===== config.mk =====
export PLATFORM = sky130hd
export DESIGN_NAME = twf_mul_ctrl
export DESIGN_NICKNAME = d
export VERILOG_FILES = /design/src/rtl/twf_mul_ctrl.sv
export SDC_FILE = /design/constraint.sdc
export NUM_CORES = 1
export LEC_CHECK = 0
export CAP_MARGIN = 20
export CORE_MARGIN = 3
export CORE_UTILIZATION = 48
export DETAILED_ROUTE_END_ITERATION = 8
export GPL_ROUTABILITY_DRIVEN = 0
export PLACE_DENSITY = 0.78
export SLEW_MARGIN = 10
export SYNTH_ARGS = -nofsm -noshare
export SYNTH_HDL_FRONTEND = slang
export SYNTH_SLANG_ARGS = --single-unit

===== constraint.sdc =====
create_clock -name clk -period 1.8 [get_ports clk]
set_input_delay 0.36 -clock clk [delete_from_list [all_inputs] [get_ports clk]]
set_output_delay 0.36 -clock clk [all_outputs]
set_load 0.005 [all_outputs]

===== src/rtl/twf_mul_ctrl.sv =====
// twf_mul_ctrl
//   Frame sequencer for a twiddle-factor multiply stage. Accepts the beat
//   stream from the preceding butterfly stage, drives the multiplier enable
//   and twiddle ROM address with zero latency, and delays a valid/SOF/EOF
//   sideband by the multiplier latency.
//
// Ports
//   clk        : clock, rising edge
//   rst_n      : asynchronous active-low reset
//   in_valid   : beat present on the multiplier data inputs
//   in_sof     : qualifies in_valid; beat is beat 0 of a frame
//   mul_en     : multiplier enable (beat accepted this cycle)
//   mul_addr   : twiddle ROM address for the beat accepted this cycle
//   out_valid  : multiplier outputs hold a real beat
//   out_sof    : that beat is beat 0
//   out_eof    : that beat is beat BEATS-1
//   busy       : sequencer not idle
//   frame_cnt  : completed frames, wraps
//   sof_err    : one-cycle pulse after a protocol violation
module twf_mul_ctrl #(
  parameter int ADDR_WIDTH = 9,
  parameter int BEATS      = 32,
  parameter int ADDR_STEP  = 16,
  parameter int ADDR_BASE  = 64,
  parameter int MUL_LAT    = 1,
  parameter int FCNT_W     = 8
) (
  input  logic                  clk,
  input  logic                  rst_n,
  input  logic                  in_valid,
  input  logic                  in_sof,
  output logic                  mul_en,
  output logic [ADDR_WIDTH-1:0] mul_addr,
  output logic                  out_valid,
  output logic                  out_sof,
  output logic                  out_eof,
  output logic                  busy,
  output logic [FCNT_W-1:0]     frame_cnt,
  output logic                  sof_err
);

  localparam int BEAT_W = (BEATS > 1) ? $clog2(BEATS) : 1;
  localparam int FL_W   = $clog2(MUL_LAT + 1);
  localparam int unsigned LAT_U = MUL_LAT;
  localparam logic [BEAT_W-1:0]     L_LAST = BEAT_W'(BEATS - 1);
  localparam logic [ADDR_WIDTH-1:0] L_BASE = ADDR_WIDTH'(ADDR_BASE);
  localparam logic [ADDR_WIDTH-1:0] L_STEP = ADDR_WIDTH'(ADDR_STEP);

  typedef enum logic [1:0] {
    ST_IDLE  = 2'd0,
    ST_RUN   = 2'd1,
    ST_FLUSH = 2'd2
  } state_t;

  state_t              r_state, w_state_nx;
  logic [BEAT_W-1:0]   r_beat, w_beat_nx, w_idx;
  logic [FL_W-1:0]     r_flush, w_flush_nx;
  logic [FCNT_W-1:0]   r_fcnt;
  logic                r_err;
  logic                w_accept, w_sof_acc, w_last, w_err;
  logic [2:0]          r_sb [MUL_LAT];

  always_ff @(posedge clk or negedge rst_n) begin
    if (!rst_n) begin
      r_state <= ST_IDLE;
      r_beat  <= '0;
      r_flush <= '0;
      r_fcnt  <= '0;
      r_err   <= 1'b0;
    end else begin
      r_state <= w_state_nx;
      r_beat  <= w_beat_nx;
      r_flush <= w_flush_nx;
      r_err   <= w_err;
      if (w_last) r_fcnt <= r_fcnt + FCNT_W'(1);
    end
  end

  // Sideband {valid, sof, eof} delay line, one stage per multiplier cycle.
  always_ff @(posedge clk or negedge rst_n) begin
    if (!rst_n) begin
      for (int unsigned i = 0; i < LAT_U; i++) r_sb[i] <= '0;
    end else begin
      r_sb[0] <= {w_accept, w_sof_acc, w_last};
      for (int unsigned i = 1; i < LAT_U; i++) r_sb[i] <= r_sb[i-1];
    end
  end

  always_comb begin
    w_state_nx = r_state;
    w_beat_nx  = r_beat;
    w_flush_nx = r_flush;
    w_idx      = '0;
    w_accept   = 1'b0;
    w_sof_acc  = 1'b0;
    w_last     = 1'b0;
    w_err      = 1'b0;
    case (r_state)
      ST_IDLE: begin
        if (in_valid && in_sof) begin
          w_accept   = 1'b1;
          w_sof_acc  = 1'b1;
          w_beat_nx  = BEAT_W'(1);
          w_state_nx = ST_RUN;
        end else if (in_valid) begin
          w_err = 1'b1;
        end
      end
      ST_RUN: begin
        if (in_valid && in_sof) begin
          // Restart: partial frame abandoned, this beat becomes beat 0.
          w_accept  = 1'b1;
          w_sof_acc = 1'b1;
          w_err     = 1'b1;
          w_beat_nx = BEAT_W'(1);
        end else begin
          w_idx = r_beat;
          if (in_valid) begin
            w_accept = 1'b1;
            if (r_beat == L_LAST) begin
              w_last     = 1'b1;
              w_beat_nx  = '0;
              w_flush_nx = FL_W'(MUL_LAT);
              w_state_nx = ST_FLUSH;
            end else begin
              w_beat_nx = r_beat + BEAT_W'(1);
            end
          end
        end
      end
      ST_FLUSH: begin
        if (in_valid && in_sof) begin
          w_accept   = 1'b1;
          w_sof_acc  = 1'b1;
          w_beat_nx  = BEAT_W'(1);
          w_state_nx = ST_RUN;
        end else begin
          w_err = in_valid;
          if (r_flush <= FL_W'(1)) w_state_nx = ST_IDLE;
          else                     w_flush_nx = r_flush - FL_W'(1);
        end
      end
      default: w_state_nx = ST_IDLE;
    endcase
  end

  assign mul_en    = w_accept;
  assign mul_addr  = L_BASE + ADDR_WIDTH'(w_idx) * L_STEP;
  assign out_valid = r_sb[MUL_LAT-1][2];
  assign out_sof   = r_sb[MUL_LAT-1][1];
  assign out_eof   = r_sb[MUL_LAT-1][0];
  assign busy      = (r_state != ST_IDLE);
  assign frame_cnt = r_fcnt;
  assign sof_err   = r_err;

endmodule


After elaboration in Yosys (flattened, before gate mapping)
Cells that the tools add are included.
- logic and storage cells: 65
- bits of input ports: 4
- flip-flop bits (word level): 20
- output and inout bits: 23
- equality and inequality tests: 12
- order comparisons: 1
- multiplexer cells: 32
- reduce and logical (&&, ||, !) cells: 10
- add/subtract/negate cells: 4
- operators by type and width (operator ; count):
    $mux 5 ; 6
    $mux 1 ; 15
    $mux 2 ; 6
    $ne 2x2->1 const B ; 6
    $pmux 5 s2 ; 1
    $add 7x9->9 const A ; 1
    $add 8x1->8 const B ; 1
    $ne 3x3->1 const B ; 2
    $pmux 2 s3 ; 1
    $reduce_and 6->1 ; 1
    $reduce_bool 2->1 ; 3
    $add 5x1->5 const B ; 1
    $eq 5x5->1 const B ; 1
    $reduce_and 5->1 ; 1
    $pmux 1 s2 ; 2
    $pmux 1 s3 ; 1
    $reduce_and 3->1 ; 1
    $reduce_or 3->1 ; 1
    $eq 2x1->1 const B ; 1
    $eq 2x2->1 const B ; 1
    $logic_not 2->1 ; 1
    $ne 2x1->1 const B ; 1
    $reduce_or 2->1 ; 1
    $le 1x1->1 const B ; 1
    2 further kinds ; 2

Logic depth before layout (Yosys ltp)
Gate-level depths: netlist of run 1.
- depth in word-level cells: 5
- depth in mapped cells: 6

Worst setup path before layout of run 1
Ideal clock, no wire load.
- path kind: reg-to-output
- start point: reg r_state[0]
- end point: out mul_addr[8]
- path slack: 0.168 ns
- stages on the path, launching flop included: 6
- arrival time: 1.272 ns
- data required time: 1.440 ns
- cell sequence: dfrtp_1 -> buf_4 -> and2b_1 -> and3_1 -> ha_1 -> xnor2_1
- longest elaborated chain between the ends: 3
- ends and longest elaborated chain (item ; RTL line ; source):
    from (decl) ; 55 ; state_t r_state, w_state_nx;
    from (signal assigned) ; 71 ; r_state <= w_state_nx;
    $eq 2x1->1 ; 98 ; case (r_state)
    $mux 5 ; 98 ;
    $add 7x9->9 ; 148 ; assign mul_addr = L_BASE + ADDR_WIDTH'(w_idx) * L_STEP;
    to (decl) ; 33 ; output logic [ADDR_WIDTH-1:0] mul_addr,
No other way between the ends.

Worst setup path in the final report of run 1
- start point: reg r_state[1]
- end point: out mul_addr[8]
The elaborated chain is that of the path after synthesis.

==> flow_summary.toml, run 1 <==
[yosys]
ys_warn_count = 0
synth_xor_area_share_pct = 7.29
ys_ff_latch = 19
yosys-mux-area-fraction_pct = 2.43
yosysSeqAreaShare_pct = 44.0
synth_top_family_by_area = "simple AND/OR/NAND/NOR gates"
synth_edf_count = 0
yosys.area.top_type_share_pct = 44.0
synth_area_leaders = "dfrtp_1, ha_1, xor2_1, buf_4, nor4_4"
ys_types = 38
ys.flop_type = "dfrtp_1"
syn_area_mm2 = 0.00108
yosysTopAreaCell = "dfrtp_1"
synthCells = 97
synth.avg_cell_area_um2 = 11.1
yosys.area_share.simple_pct = 25.1
async_flop_share_pct = 100
synth_fa_ha_area_share_pct = 5.79
synth-compound-area-share_pct = 8.45

[cells_and_area]
layout_commonest_cell = "dfrtp_1"
instances_no_fill = 165
n_antenna_cell = 0
syn_to_final_growth_pct = 39.9
final_cell_mix = "dfrtp_1, buf_4, clkdlybuf4s50_1, nand2_1"
layout-drive-gt1-share_pct = 34.8
final_nets = 148

[timing]
maxSlewViolCount = 0
finalSetupTns_ns = -0.143
rsz0062_at_grt = "yes"
period_needed_ns = 1.90
hold_viol_final = 0
fin_ws_ns = -0.0953
fin_crit_sh_pct = 105
fin_skew_ns = 0.00475
max_clock_freq_mhz = 528
fin_hold_ws_ns = 0.378
setup_viol_count_final = 2

[floorplanning]
dieHeight_um = 53.5
io_pins = 27
die_w_um = 53.5
row_count = 16
die-area_mm2 = 0.00286
start_util_pct = 52.9
core_area_mm2 = 0.00204

[clocking]
root_buffer = "clkbuf_4"
clockBufferDepth = 2
cts_max_level = 1
cts_made_buffers = 3
clk_pin_slew_ns = 0.11
cts_tree = "yes"
ctsHoldBuffers = 0
cts.sinks = 19
clkLatencyLatePin_ns = 0.31

[global_routing]
grt_pass1_vias = 893
grt_pass1_wl_mm = 4.04
gr-total-overflow = 0
track_usage_pct = 20.6
grt_max_degree = 20
antenna_found_initial = 0

[setup_path]
path_class = "reg2out"
end_kind = "primary output"
r2r_start = "r_beat[1]$_DFFE_PN0P_"
startpoint_type = "register"
cp.arrival_ns = 1.54
crit_start = "r_state[1]$_DFFE_PN0P_"
crit_required_ns = 1.44
critPathMaxFanout = 3

[routing]
dr.pass1.iters = 4
drc = 0
drt-total-wl_mm = 2.60
antenna_left = 0
vias = 873
drt_iter0_markers = 7
viasPerCell = 5.29
wl_per_cell_um = 15.8

[placed_design]
post-place-ws_ns = -0.598
port_buffers = 22
hpwl_mm = 1.66
dp.cells = 154

[power_and_ir_drop]
p_per_area_mw_per_mm2 = 660
p_leak_uw = 0.000755
power_uw = 998
peakVddDrop_v = 0.000518

[min_path]
hp-class = "in2async"

[flow_run]
drv_cap = 0

[run_status]
violations = "setup timing"
outcome = "complete, but fails checks"
[stage by stage]
stage,util [%],area (um^2)
after global routing,74.1,1510
after global placement,67.6,1380
after detailed placement,67.6,1380
final,74.1,1510
after CTS,71.9,1470
after floorplan,-,1090
[layer usage]
layer	global-route usage (%)	vias up	wire length, um
met4	11.5	0	48
met2	37.8	29	1390
met1	21.3	424	1030
met5	0	-	0
li1	-	414	-
met3	4.23	6	125
[logic make-up after synthesis]
family | count (synthesis)
compound gates | 12
xor+xnor | 9
fa+ha+maj | 5
buf+inv | 11
flops | 19
mux | 2
other cells | 1
simple gates | 38
[registers in the layout, indices dropped and copies added, names as in the netlist]
signal	cells
frame_cnt	8
r_beat	5
r_sb	3
r_state	2
sof_err	1
[worst paths after layout]
path,endpoint,slack (ns),cells past startpoint
min in group clk,frame_cnt[7]$_DFFE_PN0P_,0.48,1
worst min register to register,frame_cnt[7]$_DFFE_PN0P_,0.48,1
worst max-delay path,mul_addr[8],-0.1,5
max in group asynchronous,r_beat[3]$_DFFE_PN0P_,1.22,2
worst max register to register,r_beat[2]$_DFFE_PN0P_,0.01,6
worst min-delay path,r_sb[0]$_DFF_PN0_,0.38,2
[cell type report]
| cell class | instances | area (um^2) |
|---|---|---|
| flip-flops and latches | 19 | 475 |
| fillers | 158 | 529 |
| multi-input cells | 70 | 601 |
| well taps | 27 | 33.8 |
| repair buffers | 41 | 360 |
| inverters | 4 | 15.0 |
| clock buffers | 3 | 22.5 |
| clock inverters | 1 | 5.00 |
[Yosys cell counts (all sizes together), types with 2 or more instances]
cell type,count
inv,4
mux2,2
and3,6
a21boi,2
ha,5
nor4,2
xor2,6
nand2,9
or2,2
xnor2,3
nor2b,2
dfrtp,19
buf,7
nor3,3
nand3,3
and2,4
[report_power, final]
part / switching, uW / total (uW) / internal [uW] / leakage [uW]
clock network: 142 / 225 / 83.0 / 0.0000177
registers: 34.2 / 494 / 460 / 0.000249
logic: 114 / 279 / 165 / 0.000488
[critical path, cell delays in order, from the launching register on]
cell and delay [ns]:
dfrtp_1 0.40, and2b_2 0.26, and3_4 0.21, ha_4 0.13, xnor2_2 0.09, buf_2 0.13
[what timing repair did]
action / 4_1_cts / 5_1_grt
pin swaps: 5 / 3
gates resized for setup: 34 / 12
setup buffers: 3 / 4
endpoints found under the hold margin: 0 / 0
setup endpoints to repair: 7 / 13
No activity file was read; power rests on OpenSTA's default activity.
==> run 2, diff against run 1 <==
CTS_CLUSTER_SIZE = 16   (was not set)
==> results of run 2 <==
No change in the layout: final DEF, timing and power equal those of run 1.
==> run 3, diff against run 2 <==
ABC_AREA = 1   (was not set)
==> flow_summary.toml, run 3 <==
[routing]
dr.pass1.iters = 4
viasPerCell = 4.96
vias = 1052
antenna_left = 0
drc = 0
wl_per_cell_um = 12.9
drt-total-wl_mm = 2.73
drt_iter0_markers = 27

[yosys]
ys.flop_type = "dfrtp_1"
synth.avg_cell_area_um2 = 8.02
ys_ff_latch = 19
async_flop_share_pct = 100
synthCells = 133
yosys.area.top_type_share_pct = 44.5
ys_warn_count = 0
synth_edf_count = 0
syn_area_mm2 = 0.00107
ys_types = 22
post-synth-top-count-cell = "nand2_1"
yosysSeqAreaShare_pct = 44.5
yosysTopAreaCell = "dfrtp_1"
synth_area_leaders = "dfrtp_1, nand2_1, ha_1, inv_1, nand3_1"
synthTopCellsByCount = "nand2_1, dfrtp_1, inv_1"

[power_and_ir_drop]
peakVddDrop_v = 0.000575
p_leak_uw = 0.000807
p_comb_share_pct = 28.8
p_sw_uw = 288
p_seq_share_pct = 49.0
pwr-share-clk_pct = 22.2
internal_power_uw = 690
power_uw = 978
p_per_area_mw_per_mm2 = 630
switching_share_pct = 29.5

[global_routing]
grt_pass1_vias = 1044
track_usage_pct = 21.8
grt_max_degree = 20
grt_pass1_wl_mm = 4.51
antenna_found_initial = 0
gr-total-overflow = 0

[cells_and_area]
layout_commonest_cell = "nand2_1"
num-fill-cells = 155
finalInstanceArea_mm2 = 0.00155
final_nets = 195
n_antenna_cell = 0
seqCellArea_um2 = 475
syn_to_final_growth_pct = 45.6
multiInputGateArea_um2 = 534
final_cell_mix = "nand2_1, buf_4, dfrtp_1, inv_1, clkdlybuf4s50_1"
layout-drive-gt1-share_pct = 27.6
largest_reg_flops = 8
instances_no_fill = 212

[floorplanning]
die_w_um = 53.2
die-area_mm2 = 0.00283
dieHeight_um = 53.2
io_pins = 27
start_util_pct = 52.3
core_area_mm2 = 0.00204
row_count = 16

[clocking]
cts_max_level = 1
cts_tree = "yes"
cts_made_buffers = 3
clockBufferDepth = 2
clk_pin_slew_ns = 0.12
clkLatencyLatePin_ns = 0.30
cts.sinks = 19
root_buffer = "clkbuf_4"

[min_path]
hp-class = "in2async"

[placed_design]
post_dp_cell_area_mm2 = 0.00142
hpwl_mm = 1.97
post-place-ws_ns = -0.554
dp.cells = 197
port_buffers = 22

[setup_path]
r2r_start = "r_beat[0]$_DFFE_PN0P_"
crit_start = "r_state[1]$_DFFE_PN0P_"
crit_top_cell = "buf_4"
crit_required_ns = 1.44
critPathMaxStageDelay_ns = 0.42
reg2reg_depth = 9
crit_end = "mul_addr[8]"
worst_path_max_delay_cell = "dfrtp_1"
worstPathCellList = "buf_4 -> buf_4 -> nor2_4 -> nand3_1 -> xnor2_1 -> buf_2"
reg2reg_to = "frame_cnt[3]$_DFFE_PN0P_"
cp.arrival_ns = 1.48
end_kind = "primary output"
reg2reg_slack_ns = 0.08
startpoint_type = "register"
critPathMaxFanout = 2
path_class = "reg2out"

[timing]
max_clock_freq_mhz = 544
hold_viol_final = 0
period_needed_ns = 1.84
setup_viol_count_final = 1
finalSetupTns_ns = -0.0381
maxSlewViolCount = 0
fin_ws_ns = -0.0381
fin_skew_ns = 0.0120
fin_crit_sh_pct = 102
rsz0062_at_grt = "yes"

[run_status]
violations = "setup timing"
outcome = "complete, but fails checks"

[flow_run]
drv_cap = 0
[run 3: changes by cell type in the layout (fill, tap and decap cells not counted), moves of 4 or more]
cell	before	now
nor2_1	1	7
nand3_1	3	10
inv_1	4	13
nand2_1	7	41
xor2_1	6	2
o21ai_1	0	6
and3_1	4	0
nand2_4	0	4
buf_6	6	1
clkbuf_2	4	0
buf_2	1	5
buf_4	14	25
[run 3: cell type report]
| type | instances | area share (%) |
|---|---|---|
| flip-flops and latches | 19 | 30.6 |
| inverters | 17 | 4.27 |
| repair buffers | 50 | 26.9 |
| well taps | 27 | 2.17 |
| clock buffers | 4 | 1.69 |
| multi-input cells | 95 | 34.4 |
[run 3: worst min-delay path by stage]
stage,end,slack [ns],cells after the start
2_1_floorplan,frame_cnt[0]$_DFFE_PN0P_,0.06,0
3_3_place_gp,frame_cnt[1]$_DFFE_PN0P_,0.50,2
3_5_place_dp,frame_cnt[0]$_DFFE_PN0P_,0.52,1
4_1_cts,frame_cnt[0]$_DFFE_PN0P_,0.40,2
5_1_grt,frame_cnt[0]$_DFFE_PN0P_,0.41,2
6_report,frame_cnt[0]$_DFFE_PN0P_,0.39,2
[run 3: timing repair]
action	in CTS	in global routing
endpoints found under the setup margin	7	10
pin swaps	4	5
hold buffers	0	0
resized for setup	21	16
setup buffers	4	7
[run 3: metrics by stage]
| stage | util [%] | hold WS, ns |
|---|---|---|
| finish | 76.1 | 0.387 |
| global route | 76.1 | 0.407 |
| CTS | 72.5 | 0.399 |
| detailed placement | 69.5 | 0.522 |
| global placement | 69.5 | 0.502 |
| floorplan | - | 0.0644 |
[run 3: worst max-delay path: cells and delay by family (launching register included)]
kind	cells	cell delay (ns)
buffers and inverters	3	0.43
flip-flops	1	0.42
XOR/XNOR	1	0.17
AND/OR/NAND/NOR	2	0.18
[run 3: power groups by stage]
stage	Combinational, uW	Sequential (uW)	Clock, uW
3_5_place_dp	277	488	0
2_1_floorplan	119	487	0
3_3_place_gp	273	485	0
6_report	281	480	217
5_1_grt	318	484	241
4_1_cts	272	479	220
[run 3: metal layers]
metal / track usage (%) / up-vias / share of wire, %
met5: 0 / - / 0
met4: 5.96 / 0 / 0.44
met3: 2.54 / 2 / 3.9
met2: 41.5 / 23 / 55
met1: 25.2 / 502 / 40
li1: - / 525 / -
[run 3: cell families after synthesis]
group | count (synthesis) | synth area share, %
AO/OA/AOI/OAI | 10 | 4.69
XOR/XNOR | 3 | 2.46
adder cells (fa/ha/maj) | 5 | 5.86
buffers and inverters | 22 | 9.85
flip-flops | 19 | 44.5
other | 1 | 0.351
AND/OR/NAND/NOR | 73 | 32.2
